[config.mk]
export PLATFORM = sky130hd
export DESIGN_NAME = sram_port_arbiter_flat
export DESIGN_NICKNAME = d
export VERILOG_FILES = /design/src/rtl/sram_port_arbiter_if.sv /design/src/rtl/sram_port_arbiter.sv /design/src/flat_wrapper.sv
export SDC_FILE = /design/constraint.sdc
export NUM_CORES = 1
export LEC_CHECK = 0
export CORE_UTILIZATION = 36
export DETAILED_ROUTE_END_ITERATION = 7
export PLACE_DENSITY_LB_ADDON = 0.1
export SLEW_MARGIN = 40
export SYNTH_ARGS = -nofsm -noshare
export SYNTH_HDL_FRONTEND = slang
export SYNTH_SLANG_ARGS = --single-unit
[constraint.sdc]
create_clock -name clk -period 1.6 [get_ports clk]
set_input_delay 0.32 -clock clk [delete_from_list [all_inputs] [get_ports clk]]
set_output_delay 0.32 -clock clk [all_outputs]
set_load 0.01 [all_outputs]
[src/rtl/sram_port_arbiter_if.sv]
// Requester/RAM-side bundle for the two-port SRAM arbiter.
// Ports: req0/req1 access requests with grant and rvalid back, shared rd_data,
// arb_en gate, and the registered single-port RAM command/read-data signals.
// slave modport = arbiter side, master modport = requesters + RAM side.
interface sram_port_arbiter_if;
  logic        arb_en;
  logic        req0_valid, req1_valid;
  logic        req0_we,    req1_we;
  logic [12:0] req0_addr,  req1_addr;
  logic [15:0] req0_wdata, req1_wdata;
  logic [15:0] req0_wmask, req1_wmask;
  logic        req0_grant, req1_grant;
  logic        req0_rvalid, req1_rvalid;
  logic [15:0] rd_data;
  logic [12:0] ram_raddr, ram_waddr;
  logic        ram_we;
  logic [15:0] ram_wdata, ram_wmask;
  logic [15:0] ram_rdata;

  modport slave (
    input  arb_en,
    input  req0_valid, req1_valid, req0_we, req1_we,
    input  req0_addr, req1_addr, req0_wdata, req1_wdata, req0_wmask, req1_wmask,
    output req0_grant, req1_grant, req0_rvalid, req1_rvalid, rd_data,
    output ram_raddr, ram_waddr, ram_we, ram_wdata, ram_wmask,
    input  ram_rdata
  );

  modport master (
    output arb_en,
    output req0_valid, req1_valid, req0_we, req1_we,
    output req0_addr, req1_addr, req0_wdata, req1_wdata, req0_wmask, req1_wmask,
    input  req0_grant, req1_grant, req0_rvalid, req1_rvalid, rd_data,
    input  ram_raddr, ram_waddr, ram_we, ram_wdata, ram_wmask,
    output ram_rdata
  );
endinterface

[src/rtl/sram_port_arbiter.sv]
// Purpose: arbitrates two requesters onto one synchronous SRAM port (round-robin).
// Latency: grant combinational in T, RAM command in T+1, read rvalid in T+2.
// Backpressure: none on rvalid; arb_en low or reset blocks new grants only.
// Ports: clk, rst_n (synchronous, active-low), bus (sram_port_arbiter_if.slave).
// Config: define ARB_FIXED_PRIO_EN for fixed priority (requester 0 always wins).
module sram_port_arbiter (
  input  logic                  clk,
  input  logic                  rst_n,
  sram_port_arbiter_if.slave    bus
);

  logic        grant0, grant1;
  logic        any_grant;
  logic        sel_we;
  logic [12:0] sel_addr;
  logic [15:0] sel_wdata, sel_wmask;

  logic        ram_we_q;
  logic [12:0] ram_raddr_q, ram_waddr_q;
  logic [15:0] ram_wdata_q, ram_wmask_q;
  logic        rd_tag_vld;   // a read command is on the RAM port this cycle
  logic        rd_tag_id;    // requester that owns it
  logic        rvalid0_q, rvalid1_q;

`ifndef ARB_FIXED_PRIO_EN
  logic        last_grant;   // 1 = requester 1 was granted most recently
`endif

  always_comb begin
    grant0 = 1'b0;
    grant1 = 1'b0;
    if (rst_n && bus.arb_en) begin
`ifdef ARB_FIXED_PRIO_EN
      if (bus.req0_valid)      grant0 = 1'b1;
      else if (bus.req1_valid) grant1 = 1'b1;
`else
      if (bus.req0_valid && bus.req1_valid) begin
        // contention: the requester not served last time wins
        if (last_grant) grant0 = 1'b1;
        else            grant1 = 1'b1;
      end else if (bus.req0_valid) begin
        grant0 = 1'b1;
      end else if (bus.req1_valid) begin
        grant1 = 1'b1;
      end
`endif
    end
  end

  assign any_grant = grant0 | grant1;
  assign sel_we    = grant1 ? bus.req1_we    : bus.req0_we;
  assign sel_addr  = grant1 ? bus.req1_addr  : bus.req0_addr;
  assign sel_wdata = grant1 ? bus.req1_wdata : bus.req0_wdata;
  assign sel_wmask = grant1 ? bus.req1_wmask : bus.req0_wmask;

  always_ff @(posedge clk) begin
    if (!rst_n) begin
      ram_we_q    <= 1'b0;
      ram_raddr_q <= '0;
      ram_waddr_q <= '0;
      ram_wdata_q <= '0;
      ram_wmask_q <= '0;
      rd_tag_vld  <= 1'b0;
      rd_tag_id   <= 1'b0;
      rvalid0_q   <= 1'b0;
      rvalid1_q   <= 1'b0;
`ifndef ARB_FIXED_PRIO_EN
      last_grant  <= 1'b1;
`endif
    end else begin
      ram_we_q   <= any_grant & sel_we;
      rd_tag_vld <= any_grant & ~sel_we;
      if (any_grant) begin
        rd_tag_id <= grant1;
        if (sel_we) begin
          ram_waddr_q <= sel_addr;
          ram_wdata_q <= sel_wdata;
          ram_wmask_q <= sel_wmask;
        end else begin
          ram_raddr_q <= sel_addr;
        end
      end
      // RAM returns data the cycle after the address, so rvalid trails the tag by one
      rvalid0_q <= rd_tag_vld & ~rd_tag_id;
      rvalid1_q <= rd_tag_vld &  rd_tag_id;
`ifndef ARB_FIXED_PRIO_EN
      if (any_grant) last_grant <= grant1;
`endif
    end
  end

  assign bus.req0_grant  = grant0;
  assign bus.req1_grant  = grant1;
  assign bus.req0_rvalid = rvalid0_q;
  assign bus.req1_rvalid = rvalid1_q;
  assign bus.rd_data     = bus.ram_rdata;
  assign bus.ram_we      = ram_we_q;
  assign bus.ram_raddr   = ram_raddr_q;
  assign bus.ram_waddr   = ram_waddr_q;
  assign bus.ram_wdata   = ram_wdata_q;
  assign bus.ram_wmask   = ram_wmask_q;

endmodule

[src/flat_wrapper.sv]
// flat-port wrapper written by rule: the top's interface ports become plain ports
module sram_port_arbiter_flat 
  (clk, rst_n, bus_arb_en, bus_req0_valid, bus_req1_valid, bus_req0_we, bus_req1_we, bus_req0_addr, bus_req1_addr, bus_req0_wdata, bus_req1_wdata, bus_req0_wmask, bus_req1_wmask, bus_req0_grant, bus_req1_grant, bus_req0_rvalid, bus_req1_rvalid, bus_rd_data, bus_ram_raddr, bus_ram_waddr, bus_ram_we, bus_ram_wdata, bus_ram_wmask, bus_ram_rdata);
  sram_port_arbiter_if bus_i ();
  input  logic clk;
  input  logic rst_n;
  input wire logic [$bits(bus_i.arb_en)-1:0] bus_arb_en;
  input wire logic [$bits(bus_i.req0_valid)-1:0] bus_req0_valid;
  input wire logic [$bits(bus_i.req1_valid)-1:0] bus_req1_valid;
  input wire logic [$bits(bus_i.req0_we)-1:0] bus_req0_we;
  input wire logic [$bits(bus_i.req1_we)-1:0] bus_req1_we;
  input wire logic [$bits(bus_i.req0_addr)-1:0] bus_req0_addr;
  input wire logic [$bits(bus_i.req1_addr)-1:0] bus_req1_addr;
  input wire logic [$bits(bus_i.req0_wdata)-1:0] bus_req0_wdata;
  input wire logic [$bits(bus_i.req1_wdata)-1:0] bus_req1_wdata;
  input wire logic [$bits(bus_i.req0_wmask)-1:0] bus_req0_wmask;
  input wire logic [$bits(bus_i.req1_wmask)-1:0] bus_req1_wmask;
  output wire logic [$bits(bus_i.req0_grant)-1:0] bus_req0_grant;
  output wire logic [$bits(bus_i.req1_grant)-1:0] bus_req1_grant;
  output wire logic [$bits(bus_i.req0_rvalid)-1:0] bus_req0_rvalid;
  output wire logic [$bits(bus_i.req1_rvalid)-1:0] bus_req1_rvalid;
  output wire logic [$bits(bus_i.rd_data)-1:0] bus_rd_data;
  output wire logic [$bits(bus_i.ram_raddr)-1:0] bus_ram_raddr;
  output wire logic [$bits(bus_i.ram_waddr)-1:0] bus_ram_waddr;
  output wire logic [$bits(bus_i.ram_we)-1:0] bus_ram_we;
  output wire logic [$bits(bus_i.ram_wdata)-1:0] bus_ram_wdata;
  output wire logic [$bits(bus_i.ram_wmask)-1:0] bus_ram_wmask;
  input wire logic [$bits(bus_i.ram_rdata)-1:0] bus_ram_rdata;
  assign bus_i.arb_en = bus_arb_en;
  assign bus_i.req0_valid = bus_req0_valid;
  assign bus_i.req1_valid = bus_req1_valid;
  assign bus_i.req0_we = bus_req0_we;
  assign bus_i.req1_we = bus_req1_we;
  assign bus_i.req0_addr = bus_req0_addr;
  assign bus_i.req1_addr = bus_req1_addr;
  assign bus_i.req0_wdata = bus_req0_wdata;
  assign bus_i.req1_wdata = bus_req1_wdata;
  assign bus_i.req0_wmask = bus_req0_wmask;
  assign bus_i.req1_wmask = bus_req1_wmask;
  assign bus_req0_grant = bus_i.req0_grant;
  assign bus_req1_grant = bus_i.req1_grant;
  assign bus_req0_rvalid = bus_i.req0_rvalid;
  assign bus_req1_rvalid = bus_i.req1_rvalid;
  assign bus_rd_data = bus_i.rd_data;
  assign bus_ram_raddr = bus_i.ram_raddr;
  assign bus_ram_waddr = bus_i.ram_waddr;
  assign bus_ram_we = bus_i.ram_we;
  assign bus_ram_wdata = bus_i.ram_wdata;
  assign bus_ram_wmask = bus_i.ram_wmask;
  assign bus_i.ram_rdata = bus_ram_rdata;
  sram_port_arbiter u_core (.clk(clk), .rst_n(rst_n), .bus(bus_i));
endmodule
==> results.txt <==
clock share of power: 34.6%
placed cells: 652
clock skew: 0.009619 ns
post-layout util: 59.89%
syn_nets: 511
post-synthesis async set-or-reset flop share: 0%
buffers added on ports: 159
Setup crit end kind: primary output
Initial DRC Count: 111
post-route ant nets: 0
largest net degree at the start of global routing: 52
fin nets: 648
number of enable flip-flop cells after synthesis: 0
Worst setup SP type: flip-flop
Total Power: 4.107 mW
RSZ-0062 raised after global routing: false
Area growth syn-to-layout: 59.30%
die height: 100.9 um
combinational share of power: 23.4%
CP peak stage delay: 0.55 ns
CP Class: flip-flop to primary output
first-pass GRT wire length: 18.77 mm
die area: 10,190 sq um
number of global-route vias before repair: 3,763
Sink Count: 64
Synth Instances: 398
global placement routability congestion: 0.7877
clock-pin slew on the worst setup and hold paths: 0.07 ns
endpoints failing hold: 0
Worst Slack Setup Final: 0.04077 ns
syn_area_per_cell: 8.853 sq um
DR WL/cell: 17.95 um
cell taking the most area after synthesis: dfxtp_1
crit path time final: 1.559 ns
Core ar.: 9371 sq um
via density per instance: 5.503
Slew @ Worst Pin: 0.5676 ns
Worst Hold Class: input port to flip-flop
Clock Latency Late Sink: 0.33 ns
Slew headroom: 62.16%
Pre-antenna DRT Iters: 4
slowest stage cell on the critical path: clkdlybuf4s50_1
VDD IR max: 0.3982 mV
count leader, synth: dfxtp_1
number of max-cap violations: 0
Placed Area: 5166 sq um
gr usage total: 23.55%
DP Wirelength: 8.018 mm
PD cells: 731.8 nW/um^2
main area contributors after synthesis: dfxtp_1, o41ai_1, a311oi_2
H-tree depth: 3
Sw Ratio: 26.68%
Worst Path Max Fanout: 2
post-route cell area: 5613 sq um
Final period util: 97.45%
crit path cell chain: clkdlybuf4s50_1
top post-synthesis cells by count: dfxtp_1, inv_1, nor3_1
Inserted Clock Buffers: 9
cell chosen for the clock root: clkbuf_8
Seq/Total Area, Yosys: 36.36%
critical path buffer and inverter count: 1
Max Clk Rate: 641.3 MHz
Synth cell types: 26
Ys Warns: 0
CTS tree: built
Post-Syn Area: 3523 sq um
share of layout cells above drive strength 1: 19.07%
# DRC: 0
top cell type's share of synthesized area: 36.36%
row count: 35
Worst Path Arrival: 1.24 ns
die width: 100.9 um
top_reg_cell synth: dfxtp_1
Synth Register Bits: 64
Clock Path Buffers: 2
Worst Path Required: 1.28 ns
initial antenna violation count: 0
status: complete, no violations
cell family with most CP delay: buffers and inverters
cell-internal power: 3.012 mW
Post-Layout Cell Count: 670
Flop pwr share: 42.1%
switching power total: 1.096 mW
drt total wl: 12.03 mm
Via Count: 3,687
Initial Util: 37.60%
Final setup viols: 0
max-slew violations: 0
pre-CTS setup slack: -0.6014 ns
overflow left after global routing: 0
io pins: 192
leakage power: 1.933 nW
flip-flops by register name (all words and copies together) (netlist names):
| register | cells |
|---|---|
| u_core.rd_tag_id | 1 |
| u_core.bus.ram_wmask | 16 |
| u_core.last_grant | 1 |
| u_core.bus.ram_wdata | 16 |
| u_core.bus.req0_rvalid | 1 |
| u_core.bus.req1_rvalid | 1 |
| u_core.rd_tag_vld | 1 |
| u_core.bus.ram_we | 1 |
| u_core.bus.ram_raddr | 13 |
| u_core.bus.ram_waddr | 13 |
cell families (layout without fill, tap and decap cells):
logic type / count (synthesis) / in the layout / share of synthesized area [%]
flip-flops: 64 / 64 / 36.36
other: 0 / 1 / 0
buffers and inverters: 125 / 267 / 17.40
AND/OR/NAND/NOR: 90 / 90 / 13.46
AO/OA/AOI/OAI: 119 / 119 / 32.78
what timing repair did:
action / 4_1_cts / 5_1_grt
hold buffers: 0 / 0
setup buffers: 0 / 0
pin swaps: 1 / 2
setup endpoints to repair: 60 / 51
cloned: 1 / 0
resized for setup: 44 / 12
final cells by class:
class | count | area, sq um
well taps | 129 | 161.4
inverters | 59 | 221.5
clock buffers | 13 | 158.9
diodes | 1 | 2.502
repair buffers | 192 | 1916
multi-input cells | 209 | 1831
flip-flops and latches | 64 | 1282
fillers | 855 | 3759
clock inverters | 3 | 40.04
stage by stage:
step / TNS (ns) / hold slack, ns
4_1_cts: 0 / 0.3633
3_5_place_dp: -31.84 / 0.4139
2_1_floorplan: 0 / 0.4035
5_1_grt: 0 / 0.3707
6_report: 0 / 0.3737
3_3_place_gp: -29.69 / 0.4089
metal layers:
| metal | up-vias | GRT usage [%] | part of all wire (%) |
|---|---|---|---|
| met3 | 23 | 4.369 | 6.6 |
| li1 | 1760 | - | - |
| met1 | 1745 | 29.72 | 44 |
| met4 | 0 | 10.37 | 2.1 |
| met5 | - | 0 | 0 |
| met2 | 159 | 39.09 | 47 |
power groups by stage:
stage,logic [mW],registers (mW),clock network [mW]
after floorplan,0.383,1.79,0
after global placement,0.899,1.76,0
after detailed placement,0.907,1.76,0
after CTS,0.951,1.73,1.45
after global routing,1.02,1.74,1.52
final,0.959,1.73,1.42
worst paths after layout:
path / start / end / slack, ns / cells after the start
max: u_core.bus.ram_waddr[11] / bus_ram_waddr[11] / 0.04 / 1
min: rst_n / u_core.last_grant / 0.37 / 3
max reg2reg: u_core.last_grant / u_core.bus.ram_waddr[4] / 0.04 / 5
min reg2reg: u_core.rd_tag_vld / u_core.bus.req0_rvalid / 0.42 / 2
layout by cell type (no fill, tap or decap), drive strengths merged, types with 2 or more instances in the layout:
cell           netlist  routed
nor2b                2       2
dlymetal6s2s         0       6
clkbuf              31      13
o41ai               38      38
nor2                 2       2
nor3                58      58
or2b                 2       2
clkdlybuf4s50        0     147
dfxtp               64      64
o31ai               20      20
nand2b              10      10
inv                 59      59
buf                 35      36
clkinv               0       2
or2                  2       2
or3                  2       2
dlygate4sd2          0       3
a311oi              58      58
nand2                8       8
Power figures use the tool's default switching activity.
